**config.mk**
```make
export PLATFORM = sky130hd
export DESIGN_NAME = print_arbiter
export DESIGN_NICKNAME = d
export VERILOG_FILES = /design/src/rtl/print_arbiter.sv
export SDC_FILE = /design/constraint.sdc
export NUM_CORES = 1
export LEC_CHECK = 0
export ABC_AREA = 1
export CORE_ASPECT_RATIO = 1.2
export CORE_MARGIN = 1.5
export CORE_UTILIZATION = 40
export CTS_BUF_LIST = sky130_fd_sc_hd__clkbuf_4
export DETAILED_ROUTE_END_ITERATION = 8
export PLACE_DENSITY = 0.67
export SYNTH_ARGS = -nofsm -noshare
export SYNTH_HDL_FRONTEND = slang
export SYNTH_SLANG_ARGS = --single-unit
```
**constraint.sdc**
```tcl
create_clock -name clk -period 2 [get_ports clk]
set_input_delay 0.4 -clock clk [delete_from_list [all_inputs] [get_ports clk]]
set_output_delay 0.4 -clock clk [all_outputs]
set_load 0.1 [all_outputs]
```
**src/rtl/print_arbiter.sv**
```systemverilog
`default_nettype none
// ============================================================================
//  Module      : print_arbiter
//  Description : Round-robin, message-atomic arbiter that merges byte streams
//                from NREQ requesters into one UART transmit byte stream.
//                A granted requester keeps ownership until its last byte is
//                accepted or until it stalls for TIMEOUT cycles.
//  Revision    : 1.0 - initial release
// ============================================================================
module print_arbiter #(
    parameter int NREQ    = 4,
    parameter int TIMEOUT = 65535
) (
    input  logic                clk,
    input  logic                resetn,
    input  logic [NREQ-1:0]     req_valid,
    input  logic [8*NREQ-1:0]   req_data,
    input  logic [NREQ-1:0]     req_last,
    output logic [NREQ-1:0]     req_ready,
    output logic [7:0]          out_data,
    output logic                out_valid,
    input  logic                out_ready,
    output logic [NREQ-1:0]     grant,
    output logic                busy,
    output logic                timeout_evt
);

    // Index width for requester numbers; stall counter is at least 16 bits
    // and wide enough to hold TIMEOUT-1.
    localparam int IW = (NREQ > 1) ? $clog2(NREQ) : 1;
    localparam int SW = (TIMEOUT > 65536) ? $clog2(TIMEOUT) : 16;

    localparam logic [SW-1:0]   STALL_LIMIT = SW'(TIMEOUT - 1);
    localparam logic [IW-1:0]   LAST_IDX    = IW'(NREQ - 1);
    localparam logic [NREQ-1:0] ONE_HOT0    = NREQ'(1);

    typedef enum logic [0:0] {
        IDLE = 1'b0,
        XFER = 1'b1
    } state_t;

    state_t          state;
    state_t          state_nxt;
    logic [IW-1:0]   gidx;          // index of the current owner
    logic [IW-1:0]   ptr;           // round-robin search start
    logic [SW-1:0]   stall_cnt;

    logic            pick_found;
    logic [IW-1:0]   pick_idx;
    logic            out_free;      // output register can take a byte this cycle
    logic            accept;
    logic            accept_last;
    logic            stall_hit;
    logic [IW-1:0]   ptr_after;

    // Round-robin search: first valid requester at or above ptr, wrapping.
    always_comb begin
        int c;
        c          = 0;
        pick_found = 1'b0;
        pick_idx   = '0;
        for (int k = 0; k < NREQ; k++) begin
            c = int'(ptr) + k;
            if (c >= NREQ) begin
                c = c - NREQ;
            end
            if (!pick_found && req_valid[IW'(c)]) begin
                pick_found = 1'b1;
                pick_idx   = IW'(c);
            end
        end
    end

    // Handshake terms for the granted requester and the stall timeout.
    always_comb begin
        out_free    = !out_valid || out_ready;
        accept      = (state == XFER) && req_valid[gidx] && out_free;
        accept_last = accept && req_last[gidx];
        // A byte accepted on the limit cycle always wins over the timeout.
        stall_hit   = (state == XFER) && !accept && (stall_cnt == STALL_LIMIT);
        ptr_after   = (gidx == LAST_IDX) ? '0 : gidx + 1'b1;
    end

    // FSM state register.
    always_ff @(posedge clk or negedge resetn) begin
        if (!resetn) begin
            state <= IDLE;
        end else begin
            state <= state_nxt;
        end
    end

    // FSM next-state and combinational outputs.
    always_comb begin
        state_nxt = state;
        req_ready = '0;
        busy      = out_valid;
        case (state)
            IDLE: begin
                if (pick_found) begin
                    state_nxt = XFER;
                end
            end
            XFER: begin
                busy      = 1'b1;
                req_ready = grant & {NREQ{out_free}};
                if (accept_last || stall_hit) begin
                    state_nxt = IDLE;
                end
            end
            default: begin
                state_nxt = IDLE;
            end
        endcase
    end

    // Ownership: load on arbitration, release on last byte or timeout.
    always_ff @(posedge clk or negedge resetn) begin
        if (!resetn) begin
            grant <= '0;
            gidx  <= '0;
            ptr   <= '0;
        end else if (state == IDLE) begin
            if (pick_found) begin
                grant <= ONE_HOT0 << pick_idx;
                gidx  <= pick_idx;
            end
        end else if (accept_last || stall_hit) begin
            grant <= '0;
            ptr   <= ptr_after;
        end
    end

    // Stall counter: cleared on grant and on every accepted byte.
    always_ff @(posedge clk or negedge resetn) begin
        if (!resetn) begin
            stall_cnt <= '0;
        end else if (state == IDLE) begin
            stall_cnt <= '0;
        end else if (accept || stall_hit) begin
            stall_cnt <= '0;
        end else begin
            stall_cnt <= stall_cnt + 1'b1;
        end
    end

    // Single output register towards the transmitter.
    always_ff @(posedge clk or negedge resetn) begin
        if (!resetn) begin
            out_data  <= '0;
            out_valid <= 1'b0;
        end else if (accept) begin
            out_data  <= req_data[{gidx, 3'b000} +: 8];
            out_valid <= 1'b1;
        end else if (out_ready) begin
            out_valid <= 1'b0;
        end
    end

    // One-cycle pulse when a grant is revoked for stalling.
    always_ff @(posedge clk or negedge resetn) begin
        if (!resetn) begin
            timeout_evt <= 1'b0;
        end else begin
            timeout_evt <= stall_hit;
        end
    end

endmodule
`default_nettype wire

```
# == Word-level counts from Yosys, hierarchy flattened ==
# Cells that the tools add are included.
# classes
reduce_logical,21
shifts,2
eq_ne,3
n_mux,41
addsub,9
n_bitwise,2
n_lt_le_gt_ge,9
# op_table
cell,n
2-to-1 mux 16 bit,2
variable part select 32 x 6 -> 8 bit,1
2-to-1 mux 1 bit,19
2-to-1 mux 2 bit,9
adder 16 x 1 -> 16 bit (second input constant),1
equality test 16 bit (second input constant),1
less-than comparator 2 x 4 -> 1 bit (second input constant),4
2-to-1 mux 4 bit,4
binary-select mux 1 bit (select 2 bit),6
greater-or-equal comparator 3 bit (second input constant),3
logical AND 1 bit,8
subtractor 2 x 1 -> 2 bit (second input constant),4
adder 2 x 2 -> 3 bit (second input constant),2
AND reduction 2 bit,3
logical NOT 1 bit,5
AND 4 bit,1
nonzero test 2 bit,2
<< shifter 1 x 2 -> 4 bit (first input constant),1
adder 2 x 1 -> 3 bit (second input constant),1
greater-or-equal comparator 2 x 3 -> 1 bit (second input constant),1
logical OR 1 bit,3
less-than comparator 2 x 3 -> 1 bit (second input constant),1
adder 2 x 1 -> 2 bit (second input constant),1
equality test 2 bit (second input constant),1
3 further kinds,3
# totals
register_bits,35
out_inout_bits,19
in_bits,43

# == Longest topological paths before layout ==
# logic_depth
word_depth,18
ltp_mapped,12

# == Least setup slack after synthesis ==
# OpenSTA, ideal clock, no wires.
# synth_timing
path_kind,register to output
start,reg out_valid
end,out req_ready[0]
stages_incl_launch_ff,6
arrival_time_ns,2.395
n_path_buf,0
slack_ns,-0.795
path_cell_list,dfrtp_1 inv_1 nor2_1 inv_1 nand2_1 nor2_1
# synth_via
elab_chain_len,4
# synth_lines
item,line,rtl
from (decl),21,"output logic out_valid,"
from (signal assigned),151,out_valid <= 1'b0;
from (signal assigned),154,out_valid <= 1'b1;
from (signal assigned),156,out_valid <= 1'b0;
logical NOT 1 bit,76,out_free = !out_valid || out_ready;
logical OR 1 bit,76,
AND 4 bit,106,req_ready = grant & {NREQ{out_free}};
2-to-1 mux 4 bit,98,case (state)
to (decl),19,"output logic [NREQ-1:0] req_ready,"
# Every way passes these cells.

# == Worst setup path after layout ==
# layout_timing
start,in out_ready
end,out req_ready[1]
# layout_via
elab_chain_len,3
# layout_lines
item,line,rtl
from (decl),22,"input logic out_ready,"
logical OR 1 bit,76,
AND 4 bit,106,
2-to-1 mux 4 bit,98,
# Every way passes these cells.

==> results.toml <==
[worst_setup_path]
criticalPathCategory = "in -> out"
crit_buf_inv = 3
slowest_delay_ns = 0.45
end_kind = "output port"
slowest_stage = "clkdlybuf4s50_1"
cp_top_family = "buffers and inverters"
cp-start-kind = "input port"
path_cells = "clkdlybuf4s50_1, nor2_1, inv_1, nand2_1, nor2_4, buf_12"
worst-path-max-fanout = 5
arrival_ns = 1.46
cp_data_required_time_ns = 1.60

[sta]
max_slew_margin = 0.710
fmax_mhz = 538
rsz0062_at_grt = "no"
fin_crit_ns = 1.86
hold_viol_final = 0
drv_slew = 0
tns_ns = 0
worst_pin_slew_ns = 0.434
setup_viol = 0
fin_crit_sh = 0.929
clock_skew_ns = 0.0128

[power]
power_density_nw_per_um2 = 1630
comb_power_share = 0.706
finalPower_mw = 4.98
power_switching_share = 0.552
p_leak_nw = 1.41
p_seq_frac = 0.222
ir_worst_vdd_mv = 1.11
p_switching_mw = 2.75
clkPwrFrac = 0.072
intPower_mw = 2.23

[die]
die_x_um = 70.9
initial_utilization = 0.418
ios = 62
core-area_um2 = 5300
die_height_um = 84.5
fp-row-count = 29
dieArea_um2 = 5990

[clock_tree]
cts.reportedPaths.clkPinSlew_ns = 0.11
cts_resized = 0
root_buffer = "clkbuf_4"
postCtsSetupRepairBufs = 0
cts_hold_buffers = 0
clock_sinks = 35
worstSkewPairLatency_ns = 0.33
htree_levels = 2
tritoncts = "done"
clk_path_buf_depth = 2
cts_made_buffers = 5

[route]
routed-via-count = 2117
avgViaCountPerCell = 4.97
drt_iter0_drc = 96
drt-total-wl_um = 5370
firstDrtPassIters = 4
drc = 0
antenna_left = 0
wl_per_cell_um = 12.6

[synthesis]
syn_nets = 335
ys_ff_latch = 35
yosys.area.top_type_share = 0.395
ys_seq_area_frac = 0.395
synthTopCellsByArea = "dfrtp_1 (40%), nand2_1 (10%), nor2_1 (8.1%)"
syn_avg_cell_area_um2 = 7.66
synth_area_leader_cell = "dfrtp_1"
syn_inst = 289
netlist_area_um2 = 2210
post_synth_num_cell_types = 29
synth_warnings = 0

[grt]
overflow = 0
grt_antenna_before_repair = 0
track_usage = 0.196
grt_max_degree = 36
grt_pass1_wl_um = 9380
grt_pass1_vias = 2131

[hold_path]
min_path_type = "in -> async"

[placed_design]
place.gp.congestion = 0.833
portBuffers = 61
dp_hpwl_um = 4320

[finish]
finalNetCount = 409
drive_gt1_frac = 0.231
n_antenna_cell = 0
syn2layout_area_growth_pct = 38.4

[flow_run]
max-cap-violations = 0

[outcome]
status = "finished clean"
metrics by stage:
step           std cells  cell area, µm²  hold slack [ns]   util  setup slack (ns)
2_1_floorplan        289            2250            0.104      -           -0.0319
3_3_place_gp         418            3010            0.446  0.568            0.0736
3_5_place_dp         418            3010            0.457  0.568            0.0264
4_1_cts              426            3060            0.471  0.578             0.128
5_1_grt              426            3060            0.509  0.578            0.0418
6_report             426            3060            0.464  0.578             0.141
power by group through the flow:
| stage | Sequential, mW | Combinational [mW] | Clock, mW |
|---|---|---|---|
| final | 1.11 | 3.52 | 0.359 |
| after global routing | 1.14 | 3.78 | 0.407 |
| after CTS | 1.11 | 3.54 | 0.372 |
| after detailed placement | 1.11 | 3.54 | 0 |
| after global placement | 1.12 | 3.50 | 0 |
| after floorplan | 1.91 | 1.87 | 0 |
final cells by class:
class	count	area [µm²]
fill	515	2230
clock buffer	5	37.5
inverter	26	100
sequential	35	881
multi-input combinational	219	1210
timing repair buffer	76	738
clock inverter	3	15.0
tap	62	77.6
metal layers:
layer  wire length (µm)  global-route usage  part of all wire  up-vias
met5                  0                   0                 0        -
met4                 81              0.0772             0.015        0
met3                 74              0.0312             0.014        6
met2               2940               0.360              0.55       18
met1               2270               0.223              0.42      999
li1                   -                   -                 -     1094
layout by cell type (no fill, tap or decap), drive strengths merged:
master,Yosys,layout
a21oi,6,6
a31oi,3,3
buf,6,34
clkbuf,3,5
clkdlybuf4s50,0,42
clkinv,0,2
clkinvlp,0,1
dfrtp,35,35
ha,3,3
inv,26,26
mux2,8,8
nand2,72,72
nand3,16,16
nand3b,1,1
nand4,5,5
nor2,54,54
nor3,7,7
nor3b,1,1
o21ai,26,26
o22ai,9,9
xnor2,5,5
xor2,3,3
worst reg2reg max path: stages (launching register included):
cell and delay (ns):
dfrtp_1 0.58, inv_2 0.15, nand2_1 0.09, nand2_1 0.10
nand2_2 0.09, nand2_2 0.06, nor2_4 0.11, nand3_2 0.09
nand2_4 0.10, inv_4 0.05, nor2_4 0.10, nand2_1 0.07
nand2_1 0.06
Yosys cell counts:
| cell type | number |
|---|---|
| inv_4 | 1 |
| nand2_4 | 2 |
| nand3_2 | 4 |
| mux2_4 | 8 |
| nor2_2 | 4 |
| ha_1 | 3 |
| nand2_1 | 60 |
| nor3b_1 | 1 |
| nor2_4 | 2 |
| nand3_1 | 12 |
| a21oi_1 | 6 |
| xor2_1 | 3 |
| inv_2 | 4 |
| nand4_1 | 5 |
| buf_2 | 3 |
| buf_6 | 2 |
| dfrtp_1 | 35 |
| nor3_1 | 7 |
| nand2_2 | 10 |
| inv_1 | 21 |
| nor2_1 | 48 |
| xnor2_1 | 5 |
| buf_4 | 1 |
| a31oi_1 | 3 |
| o21ai_0 | 23 |
| nand3b_1 | 1 |
| clkbuf_1 | 3 |
| o21ai_1 | 3 |
| o22ai_1 | 9 |
path summary, 6_finish.rpt:
| path | slack, ns | cells past startpoint | endpoint | from |
|---|---|---|---|---|
| max reg2reg | 0.30 | 12 | grant[3]$_DFFE_PN0P_ | ptr[0]$_DFFE_PN0P_ |
| max | 0.14 | 6 | req_ready[1] | out_ready |
| min in group clk | 0.47 | 1 | stall_cnt[0]$_DFF_PN0_ | stall_cnt[0]$_DFF_PN0_ |
| max in group asynchronous | 1.20 | 2 | grant[3]$_DFFE_PN0P_ | resetn |
| min | 0.46 | 2 | stall_cnt[8]$_DFF_PN0_ | resetn |
| min reg2reg | 0.47 | 1 | stall_cnt[0]$_DFF_PN0_ | stall_cnt[0]$_DFF_PN0_ |
state kept, by name, indices dropped and copies added, names as in the netlist:
| signal | count |
|---|---|
| ptr | 2 |
| stall_cnt | 16 |
| grant | 4 |
| state | 1 |
| gidx | 2 |
| out_valid | 1 |
| out_data | 8 |
| timeout_evt | 1 |
cell families after synthesis:
kind of cell / synth area share
xor gates and xnor gates: 0.0316
adders and majority gates: 0.0170
and+or+nand+nor: 0.325
muxes: 0.0542
AOI/OAI and AO/OA: 0.106
buffers and inverters: 0.0706
DFF: 0.395
Note: power is estimated with default switching activity, not from simulation.
